## src/rtl/axi_reg_slave.sv

```systemverilog
// AXI4 single-beat slave bridging onto a native register bus (addr/write/read/readvalid).
// Latency: write 1 cycle after the later of AW/W to reg_write, B one cycle later; read strobe 1 cycle after AR.
// Backpressure: one-entry AW and W slots (ready = slot empty); B/R held until bready/rready.
//
// Ports: clk, rst (sync, active-high); slv_axi_aw*/w*/b* write channels; slv_axi_ar*/r* read
// channels; reg_addr/reg_write/reg_writedata/reg_byteenable/reg_read out to the register banks,
// reg_readdata/reg_readvalid back from them.
module axi_reg_slave #(
   parameter int                    ADDR_WIDTH     = 32,
   parameter int                    REG_ADDR_WIDTH = 8,
   parameter logic [ADDR_WIDTH-1:0] BASE_ADDR      = '0,
   parameter int                    RD_TIMEOUT     = 16
) (
   input  logic                      clk,
   input  logic                      rst,
   input  logic [3:0]                slv_axi_awid,
   input  logic [ADDR_WIDTH-1:0]     slv_axi_awaddr,
   input  logic [7:0]                slv_axi_awlen,
   input  logic [2:0]                slv_axi_awsize,
   input  logic                      slv_axi_awvalid,
   output logic                      slv_axi_awready,
   input  logic [31:0]               slv_axi_wdata,
   input  logic [3:0]                slv_axi_wstrb,
   input  logic                      slv_axi_wlast,
   input  logic                      slv_axi_wvalid,
   output logic                      slv_axi_wready,
   output logic [3:0]                slv_axi_bid,
   output logic [1:0]                slv_axi_bresp,
   output logic                      slv_axi_bvalid,
   input  logic                      slv_axi_bready,
   input  logic [3:0]                slv_axi_arid,
   input  logic [ADDR_WIDTH-1:0]     slv_axi_araddr,
   input  logic [7:0]                slv_axi_arlen,
   input  logic [2:0]                slv_axi_arsize,
   input  logic                      slv_axi_arvalid,
   output logic                      slv_axi_arready,
   output logic [3:0]                slv_axi_rid,
   output logic [31:0]               slv_axi_rdata,
   output logic [1:0]                slv_axi_rresp,
   output logic                      slv_axi_rlast,
   output logic                      slv_axi_rvalid,
   input  logic                      slv_axi_rready,
   output logic [REG_ADDR_WIDTH-1:0] reg_addr,
   output logic                      reg_write,
   output logic [31:0]               reg_writedata,
   output logic [3:0]                reg_byteenable,
   output logic                      reg_read,
   input  logic [31:0]               reg_readdata,
   input  logic                      reg_readvalid
);

   localparam logic [2:0] S_IDLE    = 3'd0;
   localparam logic [2:0] S_WR_EXEC = 3'd1;
   localparam logic [2:0] S_WR_RESP = 3'd2;
   localparam logic [2:0] S_RD_REQ  = 3'd3;
   localparam logic [2:0] S_RD_RESP = 3'd4;
   localparam int         CW        = $clog2(RD_TIMEOUT + 1);

   logic [2:0]                state;
   logic                      aw_full, w_full;
   logic [3:0]                aw_id_q;
   logic [ADDR_WIDTH-1:0]     aw_addr_q;
   logic [7:0]                aw_len_q;
   logic [2:0]                aw_size_q;
   logic [31:0]               w_data_q;
   logic [3:0]                w_strb_q;
   logic [3:0]                acc_id;
   logic [REG_ADDR_WIDTH-1:0] acc_addr;
   logic                      acc_err;
   logic [31:0]               wr_data_q;
   logic [3:0]                wr_strb_q;
   logic [31:0]               rdata_q;
   logic [1:0]                rresp_q;
   logic [CW-1:0]             rd_cnt;

   logic                      aw_hs, w_hs, ar_hs, go_wr;
   logic [3:0]                wr_id_m;
   logic [ADDR_WIDTH-1:0]     wr_addr_m, wr_off, rd_off;
   logic [7:0]                wr_len_m;
   logic [2:0]                wr_size_m;
   logic [31:0]               wr_data_m;
   logic [3:0]                wr_strb_m;
   logic                      wr_err, rd_err;
   logic                      unused_bits;

   assign slv_axi_awready = !rst && !aw_full;
   assign slv_axi_wready  = !rst && !w_full;
   assign aw_hs = slv_axi_awvalid && slv_axi_awready;
   assign w_hs  = slv_axi_wvalid && slv_axi_wready;

   // A channel handshaking this cycle counts as present, so a pair can start
   // executing the cycle after the later handshake without parking in a slot.
   assign go_wr = (state == S_IDLE) && (aw_full || aw_hs) && (w_full || w_hs);

   // Write pair wins over a simultaneous AR.
   assign slv_axi_arready = !rst && (state == S_IDLE) && !go_wr;
   assign ar_hs = slv_axi_arvalid && slv_axi_arready;

   assign wr_id_m   = aw_full ? aw_id_q   : slv_axi_awid;
   assign wr_addr_m = aw_full ? aw_addr_q : slv_axi_awaddr;
   assign wr_len_m  = aw_full ? aw_len_q  : slv_axi_awlen;
   assign wr_size_m = aw_full ? aw_size_q : slv_axi_awsize;
   assign wr_data_m = w_full  ? w_data_q  : slv_axi_wdata;
   assign wr_strb_m = w_full  ? w_strb_q  : slv_axi_wstrb;

   // Addresses below BASE_ADDR wrap to a huge offset and fail the window test.
   assign wr_off = wr_addr_m - BASE_ADDR;
   assign rd_off = slv_axi_araddr - BASE_ADDR;
   assign wr_err = (wr_len_m != 8'd0) || (wr_size_m != 3'b010) ||
                   ((wr_off >> (REG_ADDR_WIDTH + 2)) != '0);
   assign rd_err = (slv_axi_arlen != 8'd0) || (slv_axi_arsize != 3'b010) ||
                   ((rd_off >> (REG_ADDR_WIDTH + 2)) != '0);

   // Byte-lane bits and wlast carry no information for single-word accesses.
   assign unused_bits = ^{slv_axi_wlast, wr_off[1:0], rd_off[1:0]};

   assign slv_axi_bvalid = (state == S_WR_RESP);
   assign slv_axi_bid    = acc_id;
   assign slv_axi_bresp  = (slv_axi_bvalid && acc_err) ? 2'b10 : 2'b00;
   assign slv_axi_rvalid = (state == S_RD_RESP);
   assign slv_axi_rlast  = (state == S_RD_RESP);
   assign slv_axi_rid    = acc_id;
   assign slv_axi_rdata  = rdata_q;
   assign slv_axi_rresp  = rresp_q;

   assign reg_addr       = acc_addr;
   assign reg_writedata  = wr_data_q;
   assign reg_byteenable = wr_strb_q;
   assign reg_write      = (state == S_WR_EXEC) && !acc_err;
   assign reg_read       = (state == S_RD_REQ) && (rd_cnt == '0) && !acc_err;

   always_ff @(posedge clk) begin
      if (rst) begin
         state     <= S_IDLE;
         aw_full   <= 1'b0;
         w_full    <= 1'b0;
         aw_id_q   <= '0;
         aw_addr_q <= '0;
         aw_len_q  <= '0;
         aw_size_q <= '0;
         w_data_q  <= '0;
         w_strb_q  <= '0;
         acc_id    <= '0;
         acc_addr  <= '0;
         acc_err   <= 1'b0;
         wr_data_q <= '0;
         wr_strb_q <= '0;
         rdata_q   <= '0;
         rresp_q   <= 2'b00;
         rd_cnt    <= '0;
      end else begin
         // Slots: a consumed pair never leaves a handshaking channel parked.
         if (go_wr) begin
            aw_full <= 1'b0;
         end else if (aw_hs) begin
            aw_full   <= 1'b1;
            aw_id_q   <= slv_axi_awid;
            aw_addr_q <= slv_axi_awaddr;
            aw_len_q  <= slv_axi_awlen;
            aw_size_q <= slv_axi_awsize;
         end
         if (go_wr) begin
            w_full <= 1'b0;
         end else if (w_hs) begin
            w_full   <= 1'b1;
            w_data_q <= slv_axi_wdata;
            w_strb_q <= slv_axi_wstrb;
         end

         case (state)
            S_IDLE: begin
               if (go_wr) begin
                  acc_id    <= wr_id_m;
                  acc_addr  <= wr_off[REG_ADDR_WIDTH+1:2];
                  acc_err   <= wr_err;
                  wr_data_q <= wr_data_m;
                  wr_strb_q <= wr_strb_m;
                  state     <= S_WR_EXEC;
               end else if (ar_hs) begin
                  acc_id   <= slv_axi_arid;
                  acc_addr <= rd_off[REG_ADDR_WIDTH+1:2];
                  acc_err  <= rd_err;
                  rd_cnt   <= '0;
                  state    <= S_RD_REQ;
               end
            end
            S_WR_EXEC: state <= S_WR_RESP;
            S_WR_RESP: if (slv_axi_bready) state <= S_IDLE;
            S_RD_REQ: begin
               if (acc_err) begin
                  rdata_q <= '0;
                  rresp_q <= 2'b10;
                  state   <= S_RD_RESP;
               end else if (reg_readvalid) begin
                  rdata_q <= reg_readdata;
                  rresp_q <= 2'b00;
                  state   <= S_RD_RESP;
               end else if (rd_cnt == CW'(RD_TIMEOUT - 1)) begin
                  rdata_q <= '0;
                  rresp_q <= 2'b10;
                  state   <= S_RD_RESP;
               end else begin
                  rd_cnt <= rd_cnt + 1'b1;
               end
            end
            S_RD_RESP: if (slv_axi_rready) state <= S_IDLE;
            default:   state <= S_IDLE;
         endcase
      end
   end

endmodule

```

## config.mk

```make
export PLATFORM = sky130hd
export DESIGN_NAME = axi_reg_slave
export DESIGN_NICKNAME = d
export VERILOG_FILES = /design/src/rtl/axi_reg_slave.sv
export SDC_FILE = /design/constraint.sdc
export NUM_CORES = 1
export LEC_CHECK = 0
export BUFFER_PORTS_ARGS = -buffer_cell sky130_fd_sc_hd__buf_2
export CORE_MARGIN = 8
export CORE_UTILIZATION = 55
export CTS_BUF_LIST = sky130_fd_sc_hd__clkbuf_4
export DETAILED_ROUTE_END_ITERATION = 6
export HOLD_SLACK_MARGIN = 0.06
export PLACE_DENSITY = 0.88
export SLEW_MARGIN = 0
export SYNTH_ARGS = -nofsm -noshare
export SYNTH_HDL_FRONTEND = slang
export SYNTH_SLANG_ARGS = --single-unit
```

## constraint.sdc

```tcl
create_clock -name clk -period 5.94 [get_ports clk]
set_clock_uncertainty 0.2 [all_clocks]
set_input_delay 0.594 -clock clk [delete_from_list [all_inputs] [get_ports clk]]
set_output_delay 0.594 -clock clk [all_outputs]
set_load 0.005 [all_outputs]
```

# After elaboration in Yosys (flattened, before gate mapping)
# Cells that the tools add are included.
# word_totals
register_bits,176
latchBits,0
mem_bits_rw,0
romBits,0
inputBits,171
out_inout_bits,96
elab_cells,109
mem_count,0
# classes
addsub,1
multipliers,0
div_mod_pow,0
order_cmp,0
eq_ne,16
shifts,0
muxes,33
bitwise_logic,1
n_reduce_logical,41
# op_table
operator,n
32-bit two-way mux,5
32-bit nonzero test,2
5-bit two-way mux,5
3-bit two-way mux,8
8-bit two-way mux,3
4-bit two-way mux,4
8-bit nonzero test,2
3-bit one-hot mux with 5 select lines,1
1-bit logical AND,13
2-bit inequality test (second input constant),5
5-bit one-hot mux with 2 select lines,1
2-bit AND reduction,5
2-bit two-way mux,4
3-bit by 2-bit equality test with 1-bit output (second input constant),2
1-bit logical OR,6
3-bit by 2-bit inequality test with 1-bit output (second input constant),2
6-bit AND reduction,1
5-bit by 1-bit adder with 5-bit output (second input constant),1
5-bit by 4-bit equality test with 1-bit output (second input constant),1
1-bit zero test,5
5-bit zero test,1
2-bit by 1-bit inequality test with 1-bit output (second input constant),2
4-bit by 3-bit inequality test with 1-bit output (second input constant),1
4-bit AND reduction,1
other kinds (9),11

# Depth between registers and ports, before layout
# logic_depth
depth_word,12
depth_mapped,9
mapped_depth_nobuf,8

# Worst setup path before layout
# No wires, ideal clock.
# synth_path
kind,register to register
from,register rd_cnt[0]
to,register rd_cnt[2]
t_arrival_ps,2173
required_time_ps,5669
path_slack_ps,3497
stages_incl_launch_ff,10
path_cell_list,dfxtp_1 -> ha_1 -> and3_1 -> ha_1 -> nor3_1 -> a31oi_1 -> or3_1 -> buf_2 -> or4_1 -> a21oi_1
# synth_via
elab_chain_cells,5
# synth_lines
element,line_no,rtl
from (decl),74,logic [CW-1:0] rd_cnt;
from (signal assigned),203,rd_cnt <= rd_cnt + 1'b1;
5-bit by 1-bit adder with 5-bit output,203,
5-bit two-way mux,198,end else if (rd_cnt == CW'(RD_TIMEOUT - 1)) begin
5-bit two-way mux,194,end else if (reg_readvalid) begin
5-bit two-way mux,190,if (acc_err) begin
5-bit one-hot mux with 2 select lines,170,case (state)
# Parallel ways exist; a longest one is shown, timed or not. The select of a mux whose other input is x is not followed.
# A chain may end at the register's enable or synchronous reset.

# Worst setup path in the final report
# layout_path
from,register aw_full
to,register acc_err
# layout_via
elab_chain_cells,11
# layout_lines
element,line_no,rtl
from (decl),60,"logic aw_full, w_full;"
from (signal assigned),135,aw_full <= 1'b0;
from (signal assigned),154,aw_full <= 1'b0;
from (signal assigned),156,aw_full <= 1'b1;
1-bit zero test,86,assign slv_axi_awready = !rst && !aw_full;
1-bit logical AND,86,
1-bit logical AND,88,assign aw_hs = slv_axi_awvalid && slv_axi_awready;
1-bit logical OR,93,assign go_wr = (state == S_IDLE) && (aw_full || aw_hs) && (w_full || w_hs);
1-bit logical AND (2 in a row),93,
1-bit zero test,96,assign slv_axi_arready = !rst && (state == S_IDLE) && !go_wr;
1-bit logical AND,96,
1-bit logical AND,97,assign ar_hs = slv_axi_arvalid && slv_axi_arready;
2-bit nonzero test (no source line),--,
2-bit AND reduction (no source line),--,
to (signal assigned),175,acc_err <= wr_err;
to (signal assigned),182,acc_err <= rd_err;
to (decl),69,logic acc_err;
# Parallel ways exist; a longest one is shown, timed or not.

==> reports/metrics.cfg <==
[yosys]
synth.cell_area_sq_um = 6985
ys_ff_latch = 173
synth_ff_type = dfxtp_1
yosysSeqAreaShare_pct = 49.58
synthTopCellsByArea = dfxtp_1 (50%), nand2_1 (10%), a21oi_1 (7.2%), mux2i_1 (6.9%), nor2_1 (4.4%)
synthDistinctLibCells = 39
avgSynthCellArea_sq_um = 8.346
synth_top_area_share_pct = 49.58
async_flop_share_pct = 0
yosys_warnings = 0
synth_top_cell_by_area = dfxtp_1
synthCells = 837
synth_edf_count = 0

[clock_network]
cts.path.max_buffers = 2
cts.sinks = 173
post_cts_buffers = 0
cts_made_buffers = 17
insertion_delay_ns = 0.57
cts-root-buf = clkbuf_4
path_clk_slew_ns = 0.15
cts_tree = yes
htree_levels = 4

[global_routing]
grt_pass1_vias = 7578
antenna_found_initial = 5
grt_usage_pct = 28.89
grt_overflow = 0
grt_pass1_wl_mm = 38.32
grt_max_degree = 112

[floorplan]
start_util_pct = 55.81
die-height_um = 128.7
pin_count = 267
die-area_sq_um = 16560
dieWidth_um = 128.7
core_area_sq_um = 12520
rows = 41

[cells_and_area]
finalNonFillerCells = 1353
fin_nets = 1335
finalInstanceArea_sq_um = 9676
drive_above_1_share_pct = 25.98
final_core_util_pct = 77.30
area_growth_pct = 38.51

[detailed_routing]
detail_route.wl_per_cell_um = 17.93
drtAntennaViolNets = 0
drt_iter0_drc = 716
viasPerCell = 5.645
drt_pass1_iterations = 5
routed_wl_mm = 24.26
drt-met1-wl_mm = 8.890
vias = 7638
dr.max_layer_used = met4
wl_met3_mm = 2.354
wl_met2_mm = 11.67
route.detailed.drc = 0

[job]
max-cap-violations = 0

[hold_path]
hp-class = in2reg
hold_start = slv_axi_wdata[27]
hold_depth = 3
hold_end = w_data_q[27]

[timing]
setup_viol = 0
tightest_slew_ns = 1.030
final.setup.tns_ns = 0
slew_viol_final = 0
fmax_ghz = 0.3198
fin_crit_sh_pct = 52.64
rsz0062_at_grt = false
fin_crit_ns = 3.127
slew_headroom_pct = 31.21
hold_viol = 0

[critical_path]
start_kind = flop
reg2reg_to = acc_err
required_ns = 6.24
r2r_start = aw_full
crit_fanout = 57
cp_data_arrival_time_ns = 3.42
startpoint = aw_full
end_kind = flop
worstSetupPathType = reg2reg
r2r_setup_slack_ns = 2.81
reg2reg_depth = 5

[placement]
portBuffers = 259
dpl.hpwl_mm = 13.87
placed_cells_incl_taps = 1205
gp_congestion = 0.7865
dpl_cell_area_sq_um = 8265

[power_and_ir_drop]
p_per_area_nw_per_um2 = 248.1
power_mw = 2.400
power.leakage_nw = 4.004
vdd_drop_max_uv = 229.9

[outcome]
outcome = complete, no violations

## report_power, final
group / internal [mW] / total, mW / leakage [nW] / switching (mW)
registers: 1.22 / 1.27 / 1.41 / 0.0451
clock network: 0.265 / 0.710 / 0.156 / 0.445
logic: 0.199 / 0.421 / 2.44 / 0.222
## layout by cell type, fill, tap and decap left out, types with 4 or more instances in the layout
cell           count
buf_4              8
inv_6              5
a21oi_1          100
dlygate4sd3_1    109
nor4_1            20
inv_1              7
buf_2            258
clkbuf_4          17
nor4b_1            5
nand3_1            7
or3_1              4
diode_2            7
dfxtp_1          172
mux2i_1           48
o21ai_0            4
nor2_1            80
nor2b_1            4
o211ai_1          13
nand2_1          191
nor3b_1            4
nor3_1             6
a22oi_1           32
a211oi_1          37
## timing repair
| item | 4_1_cts | 5_1_grt |
|---|---|---|
| gates resized for setup | 0 | 0 |
| hold buffers | 109 | 0 |
| endpoints found under the hold margin | 109 | 0 |
## synthesized netlist by cell type (all sizes together) (2+ instances only)
cell / n
nand2: 191
and3: 3
or2: 2
buf: 26
mux2i: 48
a211oi: 37
nand3: 7
nor4: 20
a21oi: 100
nand4: 3
o211ai: 13
nand2b: 2
nor2b: 4
dfxtp: 173
nor3b: 5
clkbuf: 46
nor2: 81
ha: 3
o21bai: 2
or4: 3
nor3: 7
a22oi: 32
nor4b: 5
or3: 4
inv: 7
o21ai: 4
## flip-flops by register name (all words and copies together) (netlist names)
name	flops
w_data_q	32
aw_full	1
w_full	1
aw_addr_q	30
rd_cnt	5
reg_byteenable	4
acc_err	1
aw_id_q	4
slv_axi_bid	4
state	3
slv_axi_rresp	1
reg_addr	8
reg_writedata	32
w_strb_q	4
aw_size_q	3
aw_len_q	8
slv_axi_rdata	32
## worst max-delay path: stages, from the launching register on
cell and delay [ns]:
dfxtp_1 1.02, o221a_4 0.76, buf_4 0.53, nor4_1 0.15, nor3_1 0.23, a32o_1 0.17
## per-layer routing
metal,vias to the layer above,GRT usage (%)
li1,3562,-
met1,3509,31.69
met2,453,48.71
met3,114,8.399
met4,0,17.48
met5,-,0
## final cells by class
class / count / area [sq um]
Tap cell: 172 / 215.2
Antenna cell: 7 / 17.52
Inverter: 7 / 26.28
Clock inverter: 15 / 173.9
Multi-Input combinational cell: 586 / 3197
Fill cell: 816 / 2841
Timing Repair Buffer: 376 / 2454
Clock buffer: 17 / 127.6
Sequential cell: 173 / 3465
## how the worst max path moves through the flow
stage,endpoint,slack (ns),depth (start not counted)
after floorplan,rd_cnt[2],3.50,9
after global placement,acc_err,2.66,7
after detailed placement,acc_err,2.61,7
after CTS,acc_err,2.79,5
after global routing,acc_err,2.55,5
final,acc_err,2.81,5
## cell families after synthesis
kind of cell,count (synthesis),share of synthesized area (%)
adder cells (fa/ha/maj),3,0.5374
multiplexers,48,6.878
flip-flops,173,49.58
buffers and inverters,79,4.944
AND/OR/NAND/NOR,340,20.92
AO/OA/AOI/OAI,193,17.09
other,1,0.05368
## metrics by stage
step	setup WS, ns	hold WS (ns)
CTS	2.786	0.06037
detailed placement	2.611	0.2425
global route	2.545	0.08743
global placement	2.661	0.2389
floorplan	3.497	0.2308
finish	2.813	0.1106
No activity file was read; power rests on OpenSTA's default activity.
